--- config.mk ---
export PLATFORM = sky130hd
export DESIGN_NAME = regfile_wb_sched
export DESIGN_NICKNAME = d
export VERILOG_FILES = /design/src/rtl/regfile_wb_sched.sv
export SDC_FILE = /design/constraint.sdc
export NUM_CORES = 1
export LEC_CHECK = 0
export ABC_AREA = 1
export CORE_MARGIN = 4
export CORE_UTILIZATION = 44
export DETAILED_ROUTE_END_ITERATION = 7
export HOLD_SLACK_MARGIN = 0.08
export PLACE_DENSITY = 0.73
export SYNTH_ARGS = -nofsm -noshare
export SYNTH_HDL_FRONTEND = slang
export SYNTH_SLANG_ARGS = --single-unit
--- constraint.sdc ---
create_clock -name clk -period 2.05 [get_ports clk]
set_input_delay 0.3075 -clock clk [delete_from_list [all_inputs] [get_ports clk]]
set_output_delay 0.3075 -clock clk [all_outputs]
set_load 0.03 [all_outputs]
--- src/rtl/regfile_wb_sched.sv ---
// Write-back scheduler for a single-write-port register file: round-robin
// arbitration of NREQ requesters, registered write stage, per-register busy scoreboard.
module regfile_wb_sched #(
    parameter int NREQ = 2,
    parameter int XLEN = 32,
    parameter int AW   = 5
) (
    input  logic                 clk,
    input  logic                 rst,
    input  logic                 issue_valid,
    input  logic [AW-1:0]        issue_rd,
    output logic                 issue_ready,
    input  logic [NREQ-1:0]      req_valid,
    input  logic [NREQ*AW-1:0]   req_addr,
    input  logic [NREQ*XLEN-1:0] req_data,
    output logic [NREQ-1:0]      req_ready,
    output logic                 wr_en,
    output logic [AW-1:0]        wr_addr,
    output logic [XLEN-1:0]      wr_data,
    input  logic [AW-1:0]        chkA_addr,
    output logic                 chkA_busy,
    input  logic [AW-1:0]        chkB_addr,
    output logic                 chkB_busy,
    output logic                 wb_orphan
);

    localparam int NREG = 1 << AW;
    localparam int PW   = (NREQ > 1) ? $clog2(NREQ) : 1;

    logic [NREG-1:0] busy;
    logic [PW-1:0]   rr_ptr;
    logic [PW-1:0]   grant_idx;
    logic            xfer;
    logic [AW-1:0]   sel_addr;
    logic [XLEN-1:0] sel_data;
    logic            issue_fire;

    function automatic logic [PW-1:0] wrap_idx(input logic [PW-1:0] base, input int k);
        int s;
        s = int'(base) + k;
        if (s >= NREQ) s = s - NREQ;
        return PW'(s);
    endfunction

    // NOTE: every output of a combinational block gets a default first so no latch is inferred.
    always_comb begin
        req_ready = '0;
        grant_idx = '0;
        xfer      = 1'b0;
        for (int k = 0; k < NREQ; k++) begin
            if (!xfer && req_valid[wrap_idx(rr_ptr, k)]) begin
                xfer                         = 1'b1;
                grant_idx                    = wrap_idx(rr_ptr, k);
                req_ready[wrap_idx(rr_ptr, k)] = 1'b1;
            end
        end
    end

    assign sel_addr = req_addr[grant_idx*AW +: AW];
    assign sel_data = req_data[grant_idx*XLEN +: XLEN];

    // A register whose final write is in the output stage this cycle is free again.
    assign issue_ready = (issue_rd == '0) | ~busy[issue_rd] | (wr_en & (wr_addr == issue_rd));
    assign issue_fire  = issue_valid & issue_ready & (issue_rd != '0);

    assign chkA_busy = busy[chkA_addr] & ~(wr_en & (wr_addr == chkA_addr));
    assign chkB_busy = busy[chkB_addr] & ~(wr_en & (wr_addr == chkB_addr));

    // NOTE: sequential state uses non-blocking assignments so all flops update together at the edge.
    always_ff @(posedge clk or posedge rst) begin
        if (rst) begin
            rr_ptr    <= '0;
            wr_en     <= 1'b0;
            wr_addr   <= '0;
            wr_data   <= '0;
            wb_orphan <= 1'b0;
        end else begin
            wr_en     <= xfer && (sel_addr != '0);
            wb_orphan <= xfer && (sel_addr != '0) && !busy[sel_addr];
            if (xfer) begin
                wr_addr <= sel_addr;
                wr_data <= sel_data;
                rr_ptr  <= wrap_idx(grant_idx, 1);
            end
        end
    end

    // NOTE: the scoreboard is a flop vector, not a RAM, so it is reset to come up with nothing pending.
    // The set is written last so it wins over a same-edge clear; busy[0] is never set.
    always_ff @(posedge clk or posedge rst) begin
        if (rst) begin
            busy <= '0;
        end else begin
            if (wr_en) busy[wr_addr] <= 1'b0;
            if (issue_fire) busy[issue_rd] <= 1'b1;
        end
    end

endmodule
==> out/qor.log, run 1 <==
INFO  run_status     run_status=finished, final reports clean
INFO  route          ant_nets=0
INFO  layout         layout-area-overhead-vs-synth=50.4%
INFO  placed_design  dp_slack=-0.209ns
INFO  setup_path     regToRegSetupSlack=0.25ns
INFO  clocking       clk-insertion-delay-late=0.34ns
INFO  timing         final.setup.tns=0ns
INFO  timing         max_clock_freq=490MHz
INFO  timing         relSlewSlack=70.4%
INFO  layout         area_taken_by_flip_flops_and_latches=1810squm
INFO  route          drc_errors=0
INFO  route          dr_total_vias=6,120
INFO  clocking       tritoncts_sink_count=72
INFO  synthesis      synthesized_netlist_net_count=816
INFO  timing         rsz0062_at_grt=yes
INFO  setup_path     required=1.74ns
INFO  timing         setup_viol_count_final=0
INFO  setup_path     setup.worst_path.class=register to primary output
INFO  placed_design  gp_congestion=0.986
INFO  setup_path     critical_path.slowest_cell=sky130_fd_sc_hd__dfrtp_2
INFO  setup_path     timing.critical_path.cells=a221oi_2, o2111ai_2, nand3_2, buf_6
INFO  layout         antennaDiodeCount=0
INFO  setup_path     arrival=1.73ns
INFO  clocking       clockBufferDepth=2
INFO  global_route   grt_overflow_total=0
INFO  layout         final_cell_area=7470squm
INFO  setup_path     crit_path_max_fanout=11
INFO  synthesis      ys_top_cells_by_area=sky130_fd_sc_hd__dfrtp_1, sky130_fd_sc_hd__o21ai_0, sky130_fd_sc_hd__nand2_1
INFO  clocking       cts_tree=done
INFO  synthesis      synth_ff_type=sky130_fd_sc_hd__dfrtp_1
INFO  global_route   grt_use_total=31.3%
INFO  placed_design  place.detailed.hpwl=15,200um
INFO  synthesis      synth_warnings=0
INFO  synthesis      synth.most_common_cell=sky130_fd_sc_hd__nand2_1
INFO  global_route   wire_length_of_the_first_global_routing_pass=31,300um
INFO  floorplanning  fp.coreArea=10,900squm
INFO  route          routed_wire_length_per_instance=19.6um
INFO  setup_path     critPathMaxStageDelay=0.52ns
INFO  clocking       ctsHtreeMaxLevel=3
INFO  setup_path     worst_r2r_path_depth=7
INFO  clocking       clk_pin_slew_worst_paths=0.05ns
INFO  synthesis      netlist_top_cells_count=sky130_fd_sc_hd__nand2_1, sky130_fd_sc_hd__o21ai_0, sky130_fd_sc_hd__nand3_1, sky130_fd_sc_hd__dfrtp_1, sky130_fd_sc_hd__nor2_1
INFO  synthesis      synth_cell_types=35
INFO  floorplanning  rows=38
INFO  layout         total_area_of_multi_input_combinational_cells=2760squm
INFO  power_and_ir_drop cellLeakagePower=3.28nW
INFO  placed_design  place.port_buffers=137
INFO  synthesis      netlist.area_leader.share=36.3%
INFO  floorplanning  die_h=114um
INFO  setup_path     worst_setup_path_end_kind=primary output
INFO  synthesis      synth_largest_area_cell=sky130_fd_sc_hd__dfrtp_1
INFO  layout         num-nets-final=1,010
INFO  clocking       clock-root-buffer=sky130_fd_sc_hd__clkbuf_16
INFO  synthesis      synth-edff-count=0
INFO  synthesis      syn_inst=722
INFO  layout         fill_cells=999
INFO  global_route   grt_antenna_before_repair=0
INFO  floorplanning  fp.dieArea=13,100squm
INFO  route          detail_route.iter0.violations=655
INFO  floorplanning  die-width=114um
INFO  floorplanning  initial_utilization=45.4%
INFO  power_and_ir_drop power-per-cell-area=1010nW/um^2
INFO  timing         hold_viol=0
INFO  synthesis      post_syn_area=4970squm
INFO  global_route   grt_start_max_net_pins=73
INFO  timing         setup_ws=0.0110ns
INFO  layout         drive_above_1_share=22.1%
INFO  route          post_drt_via_cell_ratio=5.77
INFO  timing         finalWorstPathRequiredPeriod=2.04ns
INFO  synthesis      synth-async-reset-ratio=100%
INFO  route          dr.pass1.iters=6
INFO  route          finalWirelength=20,800um
INFO  synthesis      yosys_register_bits=72
INFO  timing         timing_max_transition_violations_final=0
INFO  timing         period_share=99.5%
INFO  power_and_ir_drop vdd_ir_drop_max=0.860mV
INFO  layout         final_core_util=68.3%
INFO  synthesis      postSynthAreaPerCell=6.88squm
INFO  timing         worst_clk_skew=0.00937ns
INFO  floorplanning  number_of_top_level_design_ports=138
INFO  global_route   via_count_of_the_first_global_routing_pass=5,814
INFO  synthesis      yosysSeqAreaShare=36.3%
INFO  timing         worstMarginPinSlew=0.443ns
INFO  placed_design  placed_area=6860squm
INFO  setup_path     critical_path.startpoint_type=register
INFO  run            maxCapViolCount=0
INFO  hold_path      hp-class=input pin to async pin
INFO  clocking       cts_buffers=9
worst paths after layout:
kind	start	to
min reg2reg	wr_data[26]	wr_data[26]
min in group clk	wr_data[26]	wr_data[26]
max reg2reg	wr_addr[1]	busy[14]
min	rst	busy[29]
max	wr_addr[1]	issue_ready
max in group asynchronous	rst	wr_addr[3]
through the flow:
stage / hold WS, ns / power [mW] / cells
after floorplan: 0.445 / 3.96 / 722
after global placement: 0.465 / 5.43 / 1029
after detailed placement: 0.472 / 5.48 / 1029
after CTS: 0.449 / 7.10 / 1046
after global routing: 0.463 / 7.88 / 1060
final: 0.428 / 7.54 / 1060
worst max-delay path, delay by kind of cell (launching register included):
kind | cells | cell delay (ns)
flip-flops | 1 | 0.52
buffers and inverters | 1 | 0.13
AO/OA/AOI/OAI | 2 | 0.62
AND/OR/NAND/NOR | 1 | 0.12
registers in the layout, indices dropped and copies added, names as in the netlist:
signal	count
wr_data	32
rr_ptr	1
wr_en	1
wr_addr	5
wb_orphan	1
busy	32
power by group:
group | internal [mW] | leakage, nW | total [mW] | switching, mW
sequential | 1.87 | 0.833 | 2.43 | 0.555
clock | 0.961 | 0.145 | 1.54 | 0.580
combinational | 1.42 | 2.30 | 3.57 | 2.15
metal layers:
layer  vias to the layer above  part of all wire, %  track usage (%)
met5                         -                    0                0
met4                         0                  3.2             12.6
met3                        60                   10             8.46
met2                       350                   46             48.5
met1                      2880                   40             41.6
li1                       2830                    -                -
logic make-up after synthesis:
logic type / share of synthesized area, %
compound gates: 24.0
simple gates: 28.6
xor+xnor: 0.529
buf+inv: 10.6
flops: 36.3
cells in the final DEF (no fill, tap or decap), drive strengths merged, types with 3 or more instances in the layout:
cell,Yosys,layout
a21oi,71,71
a221oi,4,4
a31oi,3,3
buf,19,87
clkbuf,18,14
clkdlybuf4s50,0,123
clkinv,3,5
dfrtp,72,72
dlygate4sd2,0,3
inv,75,75
nand2,129,129
nand3,98,98
nor2,76,76
nor3,9,9
o21ai,117,117
o22ai,19,19
area by class of cell:
class | instances | area share (%)
Multi-Input combinational cell | 535 | 37.0
Inverter | 78 | 4.31
Sequential cell | 72 | 24.3
Clock buffer | 11 | 3.25
Timing Repair Buffer | 220 | 28.2
Clock inverter | 4 | 0.603
Tap cell | 140 | 2.35
repair_timing:
| item | CTS | global route |
|---|---|---|
| cloned | 1 | 0 |
| buffers inserted | 1 | 14 |
| setup endpoints to repair | 4 | 4 |
| pin swaps | 5 | 14 |
| gates resized for setup | 41 | 70 |
| hold buffers | 0 | 0 |
No activity file was read; power rests on OpenSTA's default activity.
==> run 2: changes to the inputs <==
--- a/config.mk
+++ b/config.mk
@@ -6,7 +6,7 @@
 export NUM_CORES = 1
 export LEC_CHECK = 0
 export ABC_AREA = 1
-export CORE_MARGIN = 4
+export CORE_MARGIN = 8
 export CORE_UTILIZATION = 44
 export DETAILED_ROUTE_END_ITERATION = 7
 export HOLD_SLACK_MARGIN = 0.08
==> run 2 against run 1 <==
Effect of this change:
- total power decreased by 3.3%
- first-iteration DRC count decreased by 6.4%
- critical endpoint is now chkB_busy
- register-to-register slack about the same
==> out/qor.log, run 2 (synthesis results as in run 1) <==
INFO  run_status     run_status=finished, final reports clean
INFO  clocking       tritoncts_sink_count=72 [unchanged]
INFO  power_and_ir_drop vdd_ir_drop_max=0.699mV [-19%]
INFO  timing         period_share=97.4% [-2.1 points]
INFO  power_and_ir_drop cellLeakagePower=3.18nW [-3.2%]
INFO  route          routed_wire_length_per_instance=20.1um [+2.3%]
INFO  route          dr_total_vias=6,017 [-1.7%]
INFO  layout         layout-area-overhead-vs-synth=47.8%
INFO  setup_path     critical_path.startpoint_type=register
INFO  timing         fin_hold_ws=0.416ns [-0.0125 ns]
INFO  clocking       cts_buffers=9 [unchanged]
INFO  clocking       clock-root-buffer=sky130_fd_sc_hd__clkbuf_16
INFO  placed_design  place.port_buffers=137 [unchanged]
INFO  floorplanning  fp.coreArea=11,200squm [+2.6%]
INFO  layout         most-common-layout-cells=sky130_fd_sc_hd__clkdlybuf4s50_1, sky130_fd_sc_hd__nand2_1, sky130_fd_sc_hd__o21ai_0, sky130_fd_sc_hd__nand3_1, sky130_fd_sc_hd__nor2_1
INFO  clocking       clockBufferDepth=2 [unchanged]
INFO  timing         relSlewSlack=65.0% [-5.4 points]
INFO  layout         antennaDiodeCount=0 [unchanged]
INFO  floorplanning  number_of_top_level_design_ports=138 [unchanged]
INFO  floorplanning  fp.dieArea=14,900squm [+14%]
INFO  placed_design  dp_slack=-0.340ns [-0.131 ns]
INFO  global_route   wire_length_of_the_first_global_routing_pass=31,900um [+2.0%]
INFO  floorplanning  die-width=122um [+7.0%]
INFO  timing         worst_clk_skew=0.00738ns [-0.00199 ns]
INFO  timing         final.setup.tns=0ns [unchanged]
INFO  timing         max_clock_freq=501MHz [+2.1%]
INFO  timing         worstMarginPinSlew=0.524ns [+0.0810 ns]
INFO  power_and_ir_drop power-per-cell-area=993nW/um^2 [-1.6%]
INFO  global_route   via_count_of_the_first_global_routing_pass=5,845 [+0.53%]
INFO  route          finalWirelength=21,000um [+1.1%]
INFO  layout         final_common_cell=sky130_fd_sc_hd__clkdlybuf4s50_1
INFO  placed_design  place.detailed.hpwl=15,700um [+3.3%]
INFO  layout         layout_top_registers=busy (32), wr_data (32), wr_addr (5)
INFO  setup_path     worst_setup_path_end_kind=primary output
INFO  floorplanning  die_h=122um [+7.0%]
INFO  timing         finalWorstPathRequiredPeriod=2.00ns [-0.0429 ns]
INFO  placed_design  placed_cells=1,027 [-0.19%]
INFO  global_route   grt_start_max_net_pins=73 [unchanged]
INFO  route          drc_errors=0 [unchanged]
INFO  timing         rsz0062_at_grt=yes
INFO  clocking       ctsHtreeMaxLevel=3 [unchanged]
INFO  clocking       clk-insertion-delay-late=0.34ns [about the same]
INFO  clocking       cts_tree=done
INFO  timing         setup_ws=0.0538ns [+0.0429 ns]
INFO  route          dr.pass1.iters=5 [-1]
INFO  setup_path     required=1.74ns [about the same]
INFO  global_route   grt_antenna_before_repair=0 [unchanged]
INFO  floorplanning  initial_utilization=44.3% [-1.2 points]
INFO  clocking       hold_buffer_count_at_cts=0 [unchanged]
INFO  run            maxCapViolCount=0 [unchanged]
INFO  layout         finalNonFillerCells=1,048 [-1.1%]
INFO  layout         drive_above_1_share=20.6% [-1.5 points]
INFO  hold_path      hp-class=input pin to async pin
INFO  timing         hold_viol=0 [unchanged]
INFO  global_route   grt_overflow_total=0 [unchanged]
INFO  route          ant_nets=0 [unchanged]
INFO  route          post_drt_via_cell_ratio=5.74 [-0.56%]
INFO  timing         timing_max_transition_violations_final=0 [unchanged]
INFO  global_route   grt_use_total=27.6% [-3.7 points]
INFO  setup_path     crit_path_max_fanout=6 [-5]
INFO  layout         final_core_util=65.4% [-2.9 points]
INFO  placed_design  gp_congestion=1.01 [+2.7%]
INFO  clocking       clk_pin_slew_worst_paths=0.06ns [about the same]
INFO  setup_path     arrival=1.69ns [-0.04 ns]
INFO  setup_path     setup.worst_path.class=register to primary output
INFO  floorplanning  rows=39 [+2.6%]
INFO  layout         num-nets-final=995 [-1.5%]
INFO  timing         setup_viol_count_final=0 [unchanged]
INFO  route          detail_route.iter0.violations=613 [-6.4%]
-- run 2: final timing paths --
kind                                   from          end  slack (ns)  depth (start not counted)
worst min-delay path                    rst     busy[30]        0.42                          3
worst max register to register       rr_ptr    wb_orphan        0.25                         13
min in group clk                wr_data[30]  wr_data[30]        0.48                          2
worst max-delay path             wr_addr[2]    chkB_busy        0.05                          6
worst min register to register  wr_data[30]  wr_data[30]        0.48                          2
max in group asynchronous               rst   wr_addr[4]        1.26                          3
-- run 2: cell type report --
cell class / count / area, sq um
clock buffers: 11 / 253
repair buffers: 205 / 1970
flip-flops and latches: 72 / 1820
inverters: 78 / 322
well taps: 143 / 179
fillers: 1040 / 3880
multi-input cells: 535 / 2770
clock inverters: 4 / 28.8
-- run 2: power breakdown --
group          total [mW]  internal, mW  leakage [nW]  switching, mW
sequential           2.41          1.88         0.828          0.528
clock                1.50         0.880         0.134          0.618
combinational        3.38          1.28          2.22           2.10
total                7.29          4.04          3.18           3.25
-- run 2: routing by layer --
metal,wire length [um],share of wire (%),global-route usage [%]
met1,8730,41,36.2
met2,9800,47,43.4
met3,1830,8.7,6.39
met4,668,3.2,11.0
met5,0,0,0
-- run 2: through the flow --
| stage | instance area, sq um | power (mW) |
|---|---|---|
| final | 7340 | 7.29 |
| after detailed placement | 6840 | 5.51 |
| after floorplan | 4970 | 3.96 |
| after global routing | 7340 | 7.64 |
| after CTS | 7240 | 7.08 |
| after global placement | 6840 | 5.47 |
-- run 2: critical path, stage by stage, from the launching register on --
cell,delay [ns]
sky130_fd_sc_hd__dfrtp_2,0.50
sky130_fd_sc_hd__xor2_1,0.19
sky130_fd_sc_hd__a221oi_1,0.24
sky130_fd_sc_hd__nand3_1,0.13
sky130_fd_sc_hd__nand2_1,0.10
sky130_fd_sc_hd__a21oi_2,0.04
sky130_fd_sc_hd__buf_6,0.14
-- run 2: timing repair --
| item | in CTS | in global routing |
|---|---|---|
| resized for setup | 54 | 46 |
| setup buffers | 1 | 5 |
| pin swaps | 6 | 4 |
| setup endpoints to repair | 3 | 4 |
==> run 3: changes to the inputs <==
--- a/config.mk
+++ b/config.mk
@@ -7,10 +7,10 @@
 export LEC_CHECK = 0
 export ABC_AREA = 1
 export CORE_MARGIN = 8
-export CORE_UTILIZATION = 44
+export CORE_UTILIZATION = 45
 export DETAILED_ROUTE_END_ITERATION = 7
-export HOLD_SLACK_MARGIN = 0.08
-export PLACE_DENSITY = 0.73
+export PLACE_DENSITY = 0.72
+export REMOVE_ABC_BUFFERS = 1
 export SYNTH_ARGS = -nofsm -noshare
 export SYNTH_HDL_FRONTEND = slang
 export SYNTH_SLANG_ARGS = --single-unit
==> constraint.sdc (replaced) <==
create_clock -name clk -period 2.2 [get_ports clk]
set_input_delay 0.33 -clock clk [delete_from_list [all_inputs] [get_ports clk]]
set_output_delay 0.33 -clock clk [all_outputs]
set_load 0.03 [all_outputs]
==> run 3 against run 2 <==
Effect of this change:
- hold slack worse by 0.041 ns
- final cell count is 0.67% lower
- first-iteration DRC count is 4.2% higher
- die area is 1.9% lower
- critical path type unchanged
- highest routed layer unchanged
==> out/qor.log, run 3 (synthesis results as in run 1) <==
INFO  run_status     run_status=finished, final reports clean
INFO  global_route   grtUsageMet1=32.4% [-3.8 points]
INFO  floorplanning  number_of_top_level_design_ports=138 [unchanged]
INFO  hold_path      hp-class=input pin to async pin
INFO  clocking       cts_tree=done
INFO  floorplanning  fp.dieArea=14,700squm [-1.9%]
INFO  timing         worst_clk_skew=0.0110ns [+0.00366 ns]
INFO  global_route   wire_length_of_the_first_global_routing_pass=30,400um [-4.7%]
INFO  route          dr_total_vias=5,938 [-1.3%]
INFO  layout         final_core_util=66.1% [+0.72 points]
INFO  power_and_ir_drop share_clk_of_total_power=15.5% [-5.1 points]
INFO  timing         final.setup.tns=0ns [unchanged]
INFO  clocking       hold_buffer_count_at_cts=0 [unchanged]
INFO  global_route   global_route.usage.met3=9.26% [+2.9 points]
INFO  setup_path     critical-path-top-delay-family=buffers and inverters
INFO  power_and_ir_drop cellLeakagePower=3.15nW [-0.84%]
INFO  route          drc_errors=0 [unchanged]
INFO  timing         finalWorstPathRequiredPeriod=2.14ns
INFO  floorplanning  initial_utilization=46.0% [+1.8 points]
INFO  power_and_ir_drop total_switching_power=2.69mW [-17%]
INFO  setup_path     critical_path.startpoint_type=register
INFO  setup_path     critical_path.slowest_cell=sky130_fd_sc_hd__clkdlybuf4s50_1
INFO  timing         hold_viol=0 [unchanged]
INFO  run            maxCapViolCount=0 [unchanged]
INFO  layout         total_area_of_multi_input_combinational_cells=2740squm [-0.81%]
INFO  global_route   gr-max-usage-layer=met2
INFO  setup_path     regToRegSetupSlack=0.30ns [+0.05 ns]
INFO  timing         timing_max_transition_violations_final=0 [unchanged]
INFO  layout         layout-area-overhead-vs-synth=43.7%
INFO  route          post_drt_via_cell_ratio=5.70 [-0.65%]
INFO  clocking       clk_pin_slew_worst_paths=0.08ns [+0.02 ns]
INFO  timing         period_share=97.2%
INFO  layout         fill_cells=978 [-6.0%]
INFO  setup_path     timing.rr.start=wr_addr[3]
INFO  layout         area_taken_by_flip_flops_and_latches=1810squm [-0.76%]
INFO  timing         relSlewSlack=64.5% [-0.46 points]
INFO  setup_path     r2r_end=busy[25]
INFO  route          routed_wire_length_per_instance=18.6um [-7.4%]
INFO  floorplanning  fp.coreArea=10,800squm [-3.8%]
INFO  setup_path     arrival=1.81ns [+0.12 ns]
INFO  layout         most-common-layout-cells=sky130_fd_sc_hd__clkdlybuf4s50_1, sky130_fd_sc_hd__nand2_1, sky130_fd_sc_hd__o21ai_0, sky130_fd_sc_hd__nand3_1, sky130_fd_sc_hd__nor2_1
INFO  route          finalWirelength=19,300um [-8.1%]
INFO  setup_path     critPathBufInv=1 [unchanged]
INFO  global_route   grt_use_total=26.4% [-1.2 points]
INFO  floorplanning  die-width=121um [-0.97%]
INFO  setup_path     setup.worst_path.class=register to primary output
INFO  clocking       clock-root-buffer=sky130_fd_sc_hd__clkbuf_8
INFO  global_route   via_count_of_the_first_global_routing_pass=5,751 [-1.6%]
INFO  power_and_ir_drop switching_share=45.3% [+0.77 points]
INFO  clocking       clockBufferDepth=2 [unchanged]
INFO  floorplanning  rows=38 [-2.6%]
INFO  route          detail_route.iter0.violations=639 [+4.2%]
INFO  power_and_ir_drop sequentialPowerShare=36.4% [+3.3 points]
INFO  placed_design  place.detailed.hpwl=14,800um [-6.1%]
INFO  layout         antennaDiodeCount=0 [unchanged]
INFO  global_route   grt_overflow_total=0 [unchanged]
INFO  placed_design  gp_congestion=0.999 [-1.3%]
INFO  route          dr.pass1.iters=5 [unchanged]
INFO  placed_design  place.port_buffers=137 [unchanged]
INFO  power_and_ir_drop power.share.combinational=48.1% [+1.7 points]
INFO  layout         num-nets-final=990 [-0.50%]
INFO  global_route   grt_start_max_net_pins=73 [unchanged]
INFO  timing         setup_viol_count_final=0 [unchanged]
INFO  power_and_ir_drop vdd_ir_drop_max=0.421mV [-40%]
INFO  setup_path     critPathMaxStageDelay=0.78ns [+0.28 ns]
INFO  global_route   grt_util_met2=41.1% [-2.2 points]
INFO  global_route   grt_antenna_before_repair=0 [unchanged]
INFO  setup_path     worst_r2r_path_depth=9 [-4]
INFO  power_and_ir_drop power.internal=3.25mW [-20%]
INFO  power_and_ir_drop p_total=5.94mW [-19%]
INFO  power_and_ir_drop power-per-cell-area=832nW/um^2 [-16%]
INFO  route          ant_nets=0 [unchanged]
INFO  setup_path     crit_path_max_fanout=11 [+5]
INFO  floorplanning  die_h=121um [-0.97%]
INFO  setup_path     required=1.87ns [+0.13 ns]
INFO  clocking       tritoncts_sink_count=72 [unchanged]
INFO  clocking       ctsHtreeMaxLevel=3 [unchanged]
INFO  timing         max_clock_freq=468MHz
INFO  setup_path     worst_setup_path_end_kind=primary output
INFO  timing         worstMarginPinSlew=0.532ns [+0.00838 ns]
INFO  clocking       clk-insertion-delay-late=0.36ns [+0.02 ns]
INFO  layout         drive_above_1_share=17.0% [-3.6 points]
INFO  clocking       cts_buffers=9 [unchanged]
INFO  layout         layout_top_registers=busy (32), wr_data (32), wr_addr (5)
INFO  setup_path     timing.critical_path.cells=clkdlybuf4s50_1
INFO  layout         final_common_cell=sky130_fd_sc_hd__clkdlybuf4s50_1
## run 3: cell types whose count changed in the layout (fill, tap and decap cells not counted), sizes merged
cell / delta
clkinv: +2
clkdlybuf4s15: -1
buf: -6
clkbuf: +2
clkinvlp: -3
dlymetal6s2s: +4
dlygate4sd2: -2
## run 3: through the flow
step,std cells,hold WS [ns],area [sq um],worst slack (ns)
floorplan,685,0.466,4740,0.0451
global placement,1019,0.465,6780,-0.148
finish,1041,0.375,7140,0.0627
detailed placement,1019,0.472,6780,-0.155
global route,1041,0.420,7140,-0.0275
CTS,1035,0.403,6960,-0.0465
## run 3: area by class of cell
| cell class | count | area share [%] |
|---|---|---|
| well taps | 140 | 2.45 |
| multi-input cells | 535 | 38.4 |
| clock buffers | 13 | 1.95 |
| flip-flops and latches | 72 | 25.3 |
| inverters | 78 | 4.28 |
| clock inverters | 3 | 0.263 |
| repair buffers | 200 | 27.3 |
## run 3: worst max-delay path by stage
stage                     start           to  slack (ns)  cells past startpoint
floorplan                   rst      busy[0]        0.05                      1
global placement    issue_rd[4]  issue_ready       -0.15                      9
detailed placement  issue_rd[3]  issue_ready       -0.16                      9
CTS                 issue_rd[4]  issue_ready       -0.05                      9
global route           busy[12]    chkA_busy       -0.03                      7
finish               wr_addr[2]   wr_addr[2]        0.06                      1
## run 3: power by group through the flow
stage                     Clock (mW)  Sequential [mW]  Combinational (mW)
final                          0.923             2.16                2.85
after global routing           0.997             2.20                3.11
after CTS                      0.942             2.13                2.73
after detailed placement           0             2.15                2.71
after global placement             0             2.13                2.69
after floorplan                    0             2.24                1.32
## run 3: repair_timing
item | in CTS | in global routing
endpoints found under the setup margin | 3 | 4
pin swaps | 3 | 6
cloned | 0 | 1
gates resized for setup | 19 | 47
buffers inserted | 0 | 5
endpoints found under the hold margin | 0 | 0
## run 3: routing by layer
metal	wire length, um	part of all wire [%]
met1	7560	39
met2	8570	44
met3	2490	13
met4	721	3.7
met5	0	0
